<file path="src/rtl/conv_pool_pkg.sv">
// Shared types and constants for the conv_pool frame scheduler.
// Provides the FSM state enum, kernel channel selects and the tile counter width.
package conv_pool_pkg;

    typedef enum logic [2:0] {
        ST_IDLE,
        ST_KLOAD,
        ST_RUN,
        ST_DRAIN,
        ST_DONE
    } state_t;

    localparam int PIPE_LAT_DEF = 6;
    localparam int TILE_CNT_W   = 8;

    localparam logic [1:0] KSEL_R = 2'd0;
    localparam logic [1:0] KSEL_G = 2'd1;
    localparam logic [1:0] KSEL_B = 2'd2;

    function automatic logic [2:0] ksel_onehot(input logic [1:0] sel);
        return 3'b001 << sel;
    endfunction

endpackage

</file>
<file path="src/rtl/conv_pool_valid_pipe.sv">
// Valid-bit shift register that mirrors the free-running datapath latency.
// 'any' reports whether a tile is still in flight anywhere in the pipe.
module conv_pool_valid_pipe
    import conv_pool_pkg::*;
#(
    parameter int DEPTH = PIPE_LAT_DEF - 1
) (
    input  logic clk,
    input  logic rst,
    input  logic clr,
    input  logic in,
    output logic out,
    output logic any
);

    logic [DEPTH-1:0] r_stage;

    always_ff @(posedge clk or negedge rst) begin
        if (!rst) begin
            r_stage <= '0;
        end else if (clr) begin
            r_stage <= '0;
        end else begin
            r_stage[0] <= in;
            for (int i = 1; i < DEPTH; i++) begin
                r_stage[i] <= r_stage[i-1];
            end
        end
    end

    assign out = r_stage[DEPTH-1];
    assign any = |r_stage;

endmodule

</file>
<file path="src/rtl/conv_pool_ctrl.sv">
// Frame scheduler: kernel load, tile issue under memory grant, output write tracking.
// Valid/ready: a tile transfers on any cycle where input_re and in_gnt are both high.
module conv_pool_ctrl
    import conv_pool_pkg::*;
#(
    parameter int PIPE_LAT = PIPE_LAT_DEF,
    parameter int ADDR_W   = 16
) (
    input  logic              clk,
    input  logic              rst,
    input  logic              start,
    input  logic              abort,
    input  logic [7:0]        cfg_cols,
    input  logic [7:0]        cfg_rows,
    input  logic [ADDR_W-1:0] cfg_in_base,
    input  logic [ADDR_W-1:0] cfg_out_base,
    output logic              busy,
    output logic              done,
    output logic              kern_re,
    output logic [1:0]        kern_sel,
    output logic [2:0]        kern_ld,
    output logic              input_re,
    output logic [ADDR_W-1:0] input_addr,
    input  logic              in_gnt,
    output logic              output_we,
    output logic [ADDR_W-1:0] output_addr,
    output state_t            dbg_state
);

    state_t                r_state;
    state_t                w_next_state;
    logic [1:0]            r_kcnt;
    logic [2:0]            r_kern_ld;
    logic [TILE_CNT_W-1:0] r_cols;
    logic [TILE_CNT_W-1:0] r_rows;
    logic [TILE_CNT_W-1:0] r_col;
    logic [TILE_CNT_W-1:0] r_row;
    logic [ADDR_W-1:0]     r_in_addr;
    logic [ADDR_W-1:0]     r_out_addr;
    logic                  r_busy;
    logic                  r_done;
    logic                  r_kern_re;
    logic                  r_input_re;
    logic                  r_output_we;
    logic                  w_accept;
    logic                  w_abort;
    logic                  w_issue;
    logic                  w_last;
    logic                  w_pipe_out;
    logic                  w_pipe_any;

    assign w_accept = (r_state == ST_IDLE) && start && !abort;
    assign w_abort  = (r_state != ST_IDLE) && abort;
    assign w_issue  = r_input_re && in_gnt;
    assign w_last   = (r_row == r_rows - TILE_CNT_W'(1)) && (r_col == r_cols - TILE_CNT_W'(1));

    always_comb begin
        w_next_state = r_state;
        unique case (r_state)
            ST_IDLE:  if (w_accept) w_next_state = (cfg_cols == 8'd0 || cfg_rows == 8'd0) ? ST_DONE : ST_KLOAD;
            ST_KLOAD: if (r_kcnt == KSEL_B) w_next_state = ST_RUN;
            ST_RUN:   if (w_issue && w_last) w_next_state = ST_DRAIN;
            ST_DRAIN: if (!w_pipe_any) w_next_state = ST_DONE;
            ST_DONE:  w_next_state = ST_IDLE;
            default:  w_next_state = ST_IDLE;
        endcase
        if (w_abort) w_next_state = ST_IDLE;
    end

    // Control outputs are registered from the next state so they line up with r_state.
    always_ff @(posedge clk or negedge rst) begin
        if (!rst) begin
            r_state     <= ST_IDLE;
            r_busy      <= 1'b0;
            r_done      <= 1'b0;
            r_kern_re   <= 1'b0;
            r_input_re  <= 1'b0;
            r_kcnt      <= 2'd0;
            r_kern_ld   <= 3'b000;
            r_output_we <= 1'b0;
        end else begin
            r_state     <= w_next_state;
            r_busy      <= (w_next_state != ST_IDLE);
            r_done      <= (w_next_state == ST_DONE);
            r_kern_re   <= (w_next_state == ST_KLOAD);
            r_input_re  <= (w_next_state == ST_RUN);
            r_kcnt      <= (r_state == ST_KLOAD && w_next_state == ST_KLOAD) ? r_kcnt + 2'd1 : 2'd0;
            r_kern_ld   <= (r_kern_re && !w_abort) ? ksel_onehot(r_kcnt) : 3'b000;
            r_output_we <= w_pipe_out && !w_abort;
        end
    end

    // Tiles are issued in raster order, so base + row*cols + col is a running increment.
    always_ff @(posedge clk or negedge rst) begin
        if (!rst) begin
            r_cols     <= '0;
            r_rows     <= '0;
            r_col      <= '0;
            r_row      <= '0;
            r_in_addr  <= '0;
            r_out_addr <= '0;
        end else if (w_accept) begin
            r_cols     <= cfg_cols;
            r_rows     <= cfg_rows;
            r_col      <= '0;
            r_row      <= '0;
            r_in_addr  <= cfg_in_base;
            r_out_addr <= cfg_out_base;
        end else begin
            if (w_issue && !w_abort) begin
                r_in_addr <= r_in_addr + ADDR_W'(1);
                if (r_col == r_cols - TILE_CNT_W'(1)) begin
                    r_col <= '0;
                    r_row <= r_row + TILE_CNT_W'(1);
                end else begin
                    r_col <= r_col + TILE_CNT_W'(1);
                end
            end
            if (r_output_we) r_out_addr <= r_out_addr + ADDR_W'(1);
        end
    end

    // The registered output_we is the final valid stage, so the pipe holds PIPE_LAT-1 stages.
    conv_pool_valid_pipe #(
        .DEPTH (PIPE_LAT - 1)
    ) u_valid_pipe (
        .clk (clk),
        .rst (rst),
        .clr (w_abort),
        .in  (w_issue && !w_abort),
        .out (w_pipe_out),
        .any (w_pipe_any)
    );

    assign busy        = r_busy;
    assign done        = r_done;
    assign kern_re     = r_kern_re;
    assign kern_sel    = r_kcnt;
    assign kern_ld     = r_kern_ld;
    assign input_re    = r_input_re;
    assign input_addr  = r_in_addr;
    assign output_we   = r_output_we;
    assign output_addr = r_out_addr;
    assign dbg_state   = r_state;

endmodule

</file>
<file path="config.mk">
export PLATFORM = sky130hd
export DESIGN_NAME = conv_pool_ctrl
export DESIGN_NICKNAME = d
export VERILOG_FILES = /design/src/rtl/conv_pool_pkg.sv /design/src/rtl/conv_pool_valid_pipe.sv /design/src/rtl/conv_pool_ctrl.sv
export SDC_FILE = /design/constraint.sdc
export NUM_CORES = 1
export LEC_CHECK = 0
export ABC_AREA = 1
export BUFFER_PORTS_ARGS = -buffer_cell sky130_fd_sc_hd__clkbuf_2
export CAP_MARGIN = 20
export CORE_UTILIZATION = 25
export CTS_CLUSTER_DIAMETER = 200
export CTS_CLUSTER_SIZE = 20
export DETAILED_ROUTE_END_ITERATION = 12
export PLACE_DENSITY = 0.5
export SETUP_SLACK_MARGIN = 0.15
export SLEW_MARGIN = 10
export SYNTH_ARGS = -nofsm -noshare
export SYNTH_HDL_FRONTEND = slang
export SYNTH_SLANG_ARGS = --single-unit
</file>
<file path="constraint.sdc">
create_clock -name clk -period 4.2 [get_ports clk]
set_clock_uncertainty 0.15 [all_clocks]
set_input_delay 0 -clock clk [delete_from_list [all_inputs] [get_ports clk]]
set_output_delay 0 -clock clk [all_outputs]
set_load 0.05 [all_outputs]
</file>
# Yosys cells after proc, flatten, opt, wreduce, memory -nomap -nowiden
# Index checks and enable logic that the tools add are counted.
# Widths: inputs -> output; s select.
[totals]
ff_bits = 82
inputBits = 53
output_inout_bits = 45
[op_classes]
add_sub_neg = 7
n_reduce_logical = 23
muxes = 20
shifts = 1
eq_ne = 9
[ops]
columns = ["cell", "count"]
rows = [
  ["$mux 16", 4],
  ["$mux 8", 6],
  ["$add 16x1->16 const B", 2],
  ["$mux 3", 7],
  ["$add 8x1->8 const B", 2],
  ["$eq 8x8->1", 2],
  ["$logic_not 8->1", 2],
  ["$sub 8x1->8 const B", 2],
  ["$pmux 3 s4", 1],
  ["$logic_and 1x1->1", 10],
  ["$eq 3x2->1 const B", 3],
  ["$eq 3x1->1 const B", 2],
  ["$reduce_bool 2->1", 3],
  ["$reduce_bool 3->1", 2],
  ["$mux 5", 1],
  ["$reduce_or 5->1", 1],
  ["$eq 3x3->1 const B", 1],
  ["$logic_not 3->1", 1],
  ["$shl 1x2->3 const A", 1],
  ["$add 2x1->2 const B", 1],
  ["$eq 2x2->1 const B", 1],
  ["$logic_not 1->1", 2],
  ["$mux 2", 1],
  ["$reduce_and 2->1", 1],
  ["$logic_or 1x1->1", 1],
]

# Depth between registers and ports, before layout
# Gate-level depths: netlist of the first run.
[depth]
word_depth = 10
ltp_mapped = 15
ltp_nobuf = 15

# Cells and area by module
# From an unflattened synthesis of the first run, not the netlist that was laid out.
[unflattened]
cells_unflattened = 614
hier_area_um2 = 4694.5
[modules_own_cells]
columns = ["mod", "instances", "area_each_um2", "cells_per_inst"]
rows = [
  ["conv_pool_ctrl", 1, 4519.3, 596],
  ["conv_pool_valid_pipe", 1, 175.2, 18],
]

# Worst setup path before layout of the first run
# Ideal clock, no wire load.
[synth_path]
kind = "reg-to-reg"
from = "register r_in_addr[0] (netlist: input_addr[0])"
to = "register r_in_addr[12] (netlist: input_addr[12])"
path_stages_with_launch = 11
arrival_ns = 1.913
required_time_ns = 3.926
n_path_buf = 0
slack_ns = 2.014
cell_sequence = "dfrtp_1 -> ha_1 -> nand3_1 -> nor2_1 -> nand2_1 -> nor2_1 -> nand2_1 -> nor3_1 -> nand4_1 -> o21ai_0 -> a21oi_1"
[synth_via]
elab_chain_len = 3
[synth_lines]
columns = ["element", "line_no", "rtl"]
rows = [
  ["start: declaration", "conv_pool_ctrl.sv:38", "logic [ADDR_W-1:0] r_in_addr;"],
  ["start signal: assignment", "conv_pool_ctrl.sv:107", "r_in_addr <= cfg_in_base;"],
  ["start signal: assignment", "conv_pool_ctrl.sv:111", "r_in_addr <= r_in_addr + ADDR_W'(1);"],
  ["$add 16x1->16", "conv_pool_ctrl.sv:111", ""],
  ["$mux 16", "conv_pool_ctrl.sv:110", "if (w_issue && !w_abort) begin"],
  ["$mux 16", "conv_pool_ctrl.sv:102", "end else if (w_accept) begin"],
]
# Every way passes these cells. The select of a mux whose other input is x is not followed.
# A chain may end at the register's enable or synchronous reset.

# Final worst setup path of the first run
[layout_path]
from = "register r_state[1] (netlist: dbg_state[1])"
to = "register r_row[3]"
[layout_via]
elab_chain_len = 6
[layout_lines]
columns = ["element", "line_no", "rtl"]
rows = [
  ["start: declaration", "conv_pool_ctrl.sv:30", "state_t r_state;"],
  ["start signal: assignment", "conv_pool_ctrl.sv:82", "r_state <= w_next_state;"],
  ["$reduce_bool 3->1", "conv_pool_ctrl.sv:53", "assign w_abort = (r_state != ST_IDLE) && abort;"],
  ["$logic_and 1x1->1", "conv_pool_ctrl.sv:53", ""],
  ["$logic_not 1->1", "conv_pool_ctrl.sv:110", ""],
  ["$logic_and 1x1->1", "conv_pool_ctrl.sv:110", ""],
  ["$reduce_bool 2->1 (no source line)", "--", ""],
  ["$reduce_and 2->1 (no source line)", "--", ""],
  ["end signal: assignment", "conv_pool_ctrl.sv:114", "r_row <= r_row + TILE_CNT_W'(1);"],
  ["end: declaration", "conv_pool_ctrl.sv:37", "logic [TILE_CNT_W-1:0] r_row;"],
]
# Parallel ways exist; a longest one is shown, timed or not.

==> reports/qor.txt, run 1 <==
Max VDD drop: 0.193 mV
Synth Instances: 642
GP Congestion: 0.813
Antenna Nets Post-Route: 0
Hold Path End: kern_ld[2]
Worst Path Arrival: 2500 ps
TritonRoute pass-1 iters: 4
H-tree depth: 3
Max Fclk: 0.412 GHz
PD cells: 653 nW/µm²
Top Ports: 98
Worst R2R End: r_row[3]
Fin Setup TNS: 0 ps
sequential power share: 0.331
share of cells above drive strength 1: 0.170
crit end category: register
Async SR Flop Fraction: 1.00
combinational share of power: 0.478
HP Start: abort
Yosys Warn Count: 0
switch share: 0.490
initial antenna violation count: 0
die span in y: 140 µm
reg2reg setup slack: 1770 ps
max_slew headroom: 0.341
internal power: 2.08 mW
Post-CTS Setup Inserts: 0
HPWL Detailed: 9500 µm
fin. max-slew vios: 0
Clock power frac: 0.191
Post-DP Area: 5480 µm²
cell area after synthesis: 4780 µm²
CP required: 4270 ps
ranking of synthesized cells by area: dfrtp_1, nand2_1, nor2_1
Worst-path clk slew: 60 ps
Static Leak: 3.04 nW
HP Class: in2reg
Fin. Hold Viols: 0
Primary FF master, synth: dfrtp_1
Post-Syn Nets: 704
Overflow after GRT: 0
Synth area leader: dfrtp_1
first-pass GRT wire length: 22100 µm
initial core utilization: 0.255
fin crit share: 0.578
r2r startpoint: dbg_state[1]
number of buffers created by CTS: 9
Seq/Total Area, Yosys: 0.430
Seq cells post-synth: 82
Maximum Capacitance Violations: 0
critical path class: reg2reg
CTS sink cnt: 82
initial DRC count: 269
Vias: 4578
Register Area: 2050 µm²
final net count: 844
Die X: 140 µm
min cycle time layout: 2430 ps
# rows: 50
n_diodes: 0
largest net degree at the start of global routing: 61
Distinct cells, synth: 39
Worst Path Max Fanout: 33
CTS tree: yes
WL final: 13200 µm
Avg Cell Area, Syn: 7.44 µm²
R2R cell count: 9
root buf cell: clkbuf_16
Die ar.: 19700 µm²
vias in the first global route: 4496
multi-input logic area: 2310 µm²
RSZ-0062 raised after global routing: false
DRC Markers: 0
fin area: 6250 µm²
status: complete, no violations
hold path depth: 4
Vias per Instance: 4.49
Skew-Pair Late Insertion Delay: 340 ps
area share of the largest cell type after synthesis: 0.430
maximum root-to-sink buffer count: 2
Setup Viol. Count Final: 0
Port Buffers: 97
Post-synth EDFFs: 0
crit start category: register
Synth-to-Final Area Change: 31.0%
fillcell total: 2003
core region area: 18700 µm²
Worst-Margin Slew: 987 ps
Psw: 2.00 mW
post-DR wirelength/cell: 13.0 µm
overall routing resource usage: 0.143
## power by group through the flow
stage                     Clock, mW  Sequential, mW  Combinational (mW)
after floorplan                   0            1.86               0.948
after global placement            0            1.37                1.92
after detailed placement          0            1.37                1.93
after CTS                     0.804            1.36                1.97
after global routing          0.843            1.40                2.18
final                         0.780            1.35                1.95
## cell usage after synthesis (all sizes together) (3+ instances only)
| master | n |
|---|---|
| a211oi | 5 |
| a21oi | 20 |
| a31oi | 3 |
| buf | 9 |
| clkbuf | 11 |
| dfrtp | 82 |
| ha | 9 |
| inv | 82 |
| nand2 | 155 |
| nand3 | 45 |
| nand4 | 13 |
| nor2 | 85 |
| nor3 | 18 |
| nor4 | 3 |
| o211ai | 4 |
| o21ai | 56 |
| o22ai | 3 |
| or2 | 3 |
| xnor2 | 11 |
| xor2 | 16 |
## layout make-up
class,count,share of cell area
Tap cell,234,0.0468
Multi-Input combinational cell,458,0.370
Clock inverter,6,0.00940
Timing Repair Buffer,149,0.160
Sequential cell,82,0.328
Inverter,82,0.0496
Clock buffer,9,0.0360
## how the worst max path moves through the flow
stage / from / to / slack [ps] / cells after the start
after floorplan: input_addr[0] / input_addr[12] / 2010 / 10
after global placement: dbg_state[1] / r_row[0] / 1850 / 9
after detailed placement: dbg_state[1] / r_row[3] / 1780 / 9
after CTS: dbg_state[1] / r_row[3] / 1770 / 9
after global routing: dbg_state[1] / r_row[3] / 1560 / 9
final: dbg_state[1] / r_row[3] / 1770 / 9
## critical path, cell delays in order, from the launching register on
cell and delay (ps):
dfrtp_1 390, nor2_1 140, nand2_1 130, nor3_4 180, buf_4 380, nor2_4 150
inv_2 350, nand2_4 220, nand2_1 140, o21ai_2 60
## per-stage QoR
stage	std cells	setup slack, ps	util	hold slack [ps]	total power [mW]
floorplan	642	2010	-	-446	2.80
global placement	956	1850	0.293	-6.99	3.29
detailed placement	956	1780	0.293	-1.42	3.30
CTS	1020	1770	0.334	23.1	4.13
global route	1020	1560	0.334	90.6	4.42
finish	1020	1770	0.334	51.6	4.08
## layout by cell type, fill, tap and decap left out, types with 2 or more instances in the layout
master | netlist | final
clkbuf_2 | 0 | 96
nand4_1 | 13 | 13
xor2_1 | 16 | 16
nor4_1 | 3 | 3
dlygate4sd3_1 | 0 | 49
o22ai_1 | 3 | 3
nor2_1 | 83 | 83
o21ai_1 | 3 | 3
inv_1 | 79 | 79
xnor2_1 | 11 | 11
nor3_1 | 17 | 17
nand3b_1 | 2 | 2
a21oi_1 | 20 | 20
o21ai_2 | 8 | 8
buf_4 | 0 | 4
a211oi_1 | 5 | 5
clkbuf_16 | 0 | 9
a31oi_1 | 3 | 3
dfrtp_1 | 82 | 82
o21ai_0 | 44 | 44
ha_1 | 9 | 9
nand2_1 | 153 | 153
inv_2 | 2 | 2
nand3_1 | 45 | 45
o211ai_1 | 4 | 4
clkinv_2 | 0 | 4
o31ai_1 | 2 | 2
or2_2 | 2 | 2
## repair_timing
action	4_1_cts	5_1_grt
hold buffers	49	0
gates resized for setup	0	0
endpoints found under the hold margin	107	0
## per-layer routing
layer / global-route usage / vias to the layer above / wire length (µm)
met5: 0 / - / 0
met4: 0.0428 / 0 / 138
met3: 0.0304 / 11 / 531
met2: 0.236 / 107 / 6090
met1: 0.188 / 2106 / 6480
li1: - / 2354 / -
## cell families after synthesis
kind of cell             Yosys count  share of synthesized area
XOR/XNOR                          27                     0.0495
buffers and inverters            102                     0.0857
AND/OR/NAND/NOR                  324                      0.289
AO/OA/AOI/OAI                     98                      0.122
flip-flops                        82                      0.430
adder cells (fa/ha/maj)            9                     0.0236
## registers in the layout (all words and copies together), names as in the netlist, 2 cells and up
| register | flops |
|---|---|
| r_cols | 8 |
| r_row | 8 |
| r_rows | 8 |
| dbg_state | 3 |
| output_addr | 16 |
| kern_ld | 3 |
| input_addr | 16 |
| u_valid_pipe.r_stage | 5 |
| r_col | 8 |
| kern_sel | 2 |
No activity file was read; power rests on OpenSTA's default activity.
==> run 2: changes to the inputs <==
Settings changed: PLACE_DENSITY 0.5 to 0.51.
Clock period 4.2 ns to 1.9 ns, I/O delays scaled along.
==> reports/qor.txt, run 2 (synthesis results as in run 1) <==
HPWL Detailed: 9870 µm
combinational share of power: 0.553
pre-CTS setup slack: -147 ps
failing checks: negative setup slack
Vias: 5102
Worst Path Arrival: 2110 ps
DRC Markers: 0
Top Ports: 98
Overflow after GRT: 0
RSZ-0062 raised after global routing: true
CP Cell Sequence: inv_2, ha_4, xnor2_2, nor2_1, nand2_1, nor2_2, nand3_2, o21ai_4, buf_6, nor2_4, o21a_1
post-DR wirelength/cell: 13.4 µm
Setup WS post-layout: -118 ps
root buf cell: clkbuf_16
Die X: 140 µm
PD cells: 1410 nW/µm²
# rows: 50
Vias per Instance: 4.56
initial core utilization: 0.255
Psw: 5.19 mW
Skew-Pair Late Insertion Delay: 350 ps
WL final: 15000 µm
fillcell total: 1848
fin crit share: 1.06
Static Leak: 3.69 nW
multi-input logic area: 2900 µm²
Antenna Nets Post-Route: 0
Worst-Margin Slew: 504 ps
n_diodes: 0
critical path's slowest cell: dfrtp_1
Fin. Hold Viols: 0
overall routing resource usage: 0.151
Max Fclk: 0.496 GHz
final net count: 941
initial DRC count: 231
commonest cells after routing, fill and taps aside: nand2_1, clkbuf_2, inv_1
fin. max-slew vios: 0
met2 wire length: 6930 µm
Max VDD drop: 0.461 mV
most common cell after layout, fill and taps aside: nand2_1
CTS tree: yes
max_slew headroom: 0.664
met3 routed WL: 712 µm
Worst-path clk slew: 60 ps
maximum root-to-sink buffer count: 2
Setup Viol. Count Final: 22
min cycle time layout: 2020 ps
Clock power frac: 0.175
highest routed layer: met4
crit end category: register
Maximum Capacitance Violations: 0
Fin Setup TNS: -1810 ps
sequential power share: 0.272
largest net degree at the start of global routing: 83
H-tree depth: 3
Register Area: 2070 µm²
die span in y: 140 µm
internal power: 5.86 mW
switch share: 0.470
Worst Path Max Fanout: 4
Synth-to-Final Area Change: 64.5%
CTS sink cnt: 82
CP required: 1990 ps
crit start category: register
Port Buffers: 97
WL met1: 7100 µm
critical path class: reg2reg
HP Class: in2reg
GP Congestion: 0.825
vias in the first global route: 4831
Max stage delay on crit path: 400 ps
number of buffers created by CTS: 9
status: complete, but fails checks
core region area: 18700 µm²
initial antenna violation count: 0
share of cells above drive strength 1: 0.393
TritonRoute pass-1 iters: 4
first-pass GRT wire length: 23400 µm
Die ar.: 19700 µm²
==> run 2: power groups by stage <==
stage	Clock, mW	Sequential [mW]	Combinational [mW]
after floorplan	0	4.15	2.19
after global placement	0	2.97	4.85
after detailed placement	0	2.98	4.89
after CTS	1.98	2.94	5.36
after global routing	2.06	3.10	6.68
final	1.93	3.01	6.11
==> run 2: worst paths after layout <==
| kind | from | endpoint | slack [ps] | depth (start not counted) |
|---|---|---|---|---|
| worst min-delay path | start | output_addr[1] | 20 | 6 |
| worst max-delay path | r_cols[1] | r_col[0] | -120 | 11 |
| worst min register to register | u_valid_pipe.r_stage[3] | u_valid_pipe.r_stage[4] | 330 | 2 |
| worst max register to register | r_cols[1] | r_col[0] | -120 | 11 |
| max in group asynchronous | rst | dbg_state[0] | 1110 | 3 |
| min in group asynchronous | rst | input_addr[14] | 70 | 3 |
==> run 2: metrics by stage <==
stage	util	hold WS (ps)	std cells	power, mW	area, µm²
2_1_floorplan	-	-446	642	6.34	4890
3_3_place_gp	0.321	-72.2	1011	7.83	6000
3_5_place_dp	0.321	-65.7	1011	7.86	6000
4_1_cts	0.384	42.7	1095	10.3	7180
5_1_grt	0.420	54.9	1118	11.8	7860
6_report	0.420	23.0	1118	11.0	7860
==> run 2: layout make-up <==
type | instances | area share
flip-flops and latches | 82 | 0.263
clock buffers | 11 | 0.0309
repair buffers | 244 | 0.249
inverters | 82 | 0.0411
clock inverters | 5 | 0.00988
well taps | 234 | 0.0373
multi-input cells | 460 | 0.369
==> run 2: layer usage <==
metal	vias to the layer above	global-route usage
met2	130	0.242
met4	0	0.0480
met3	25	0.0397
met5	-	0
met1	2380	0.196
li1	2567	-
==> run 2: timing repair <==
item                       4_1_cts  5_1_grt
gates cloned                     2        6
hold buffers                    50        0
hold endpoints to repair       130        0
setup buffers                   16       17
setup endpoints to repair       59       69
pin swaps                       25       51
resized for setup               55      124
==> run 2: critical path: cells and delay by family (launching register included) <==
family	cells	cell delay (ps)
and+or+nand+nor	5	460
buffers and inverters	2	240
xor gates and xnor gates	1	120
DFF	1	400
adders and majority gates	1	200
AOI/OAI and AO/OA	2	340
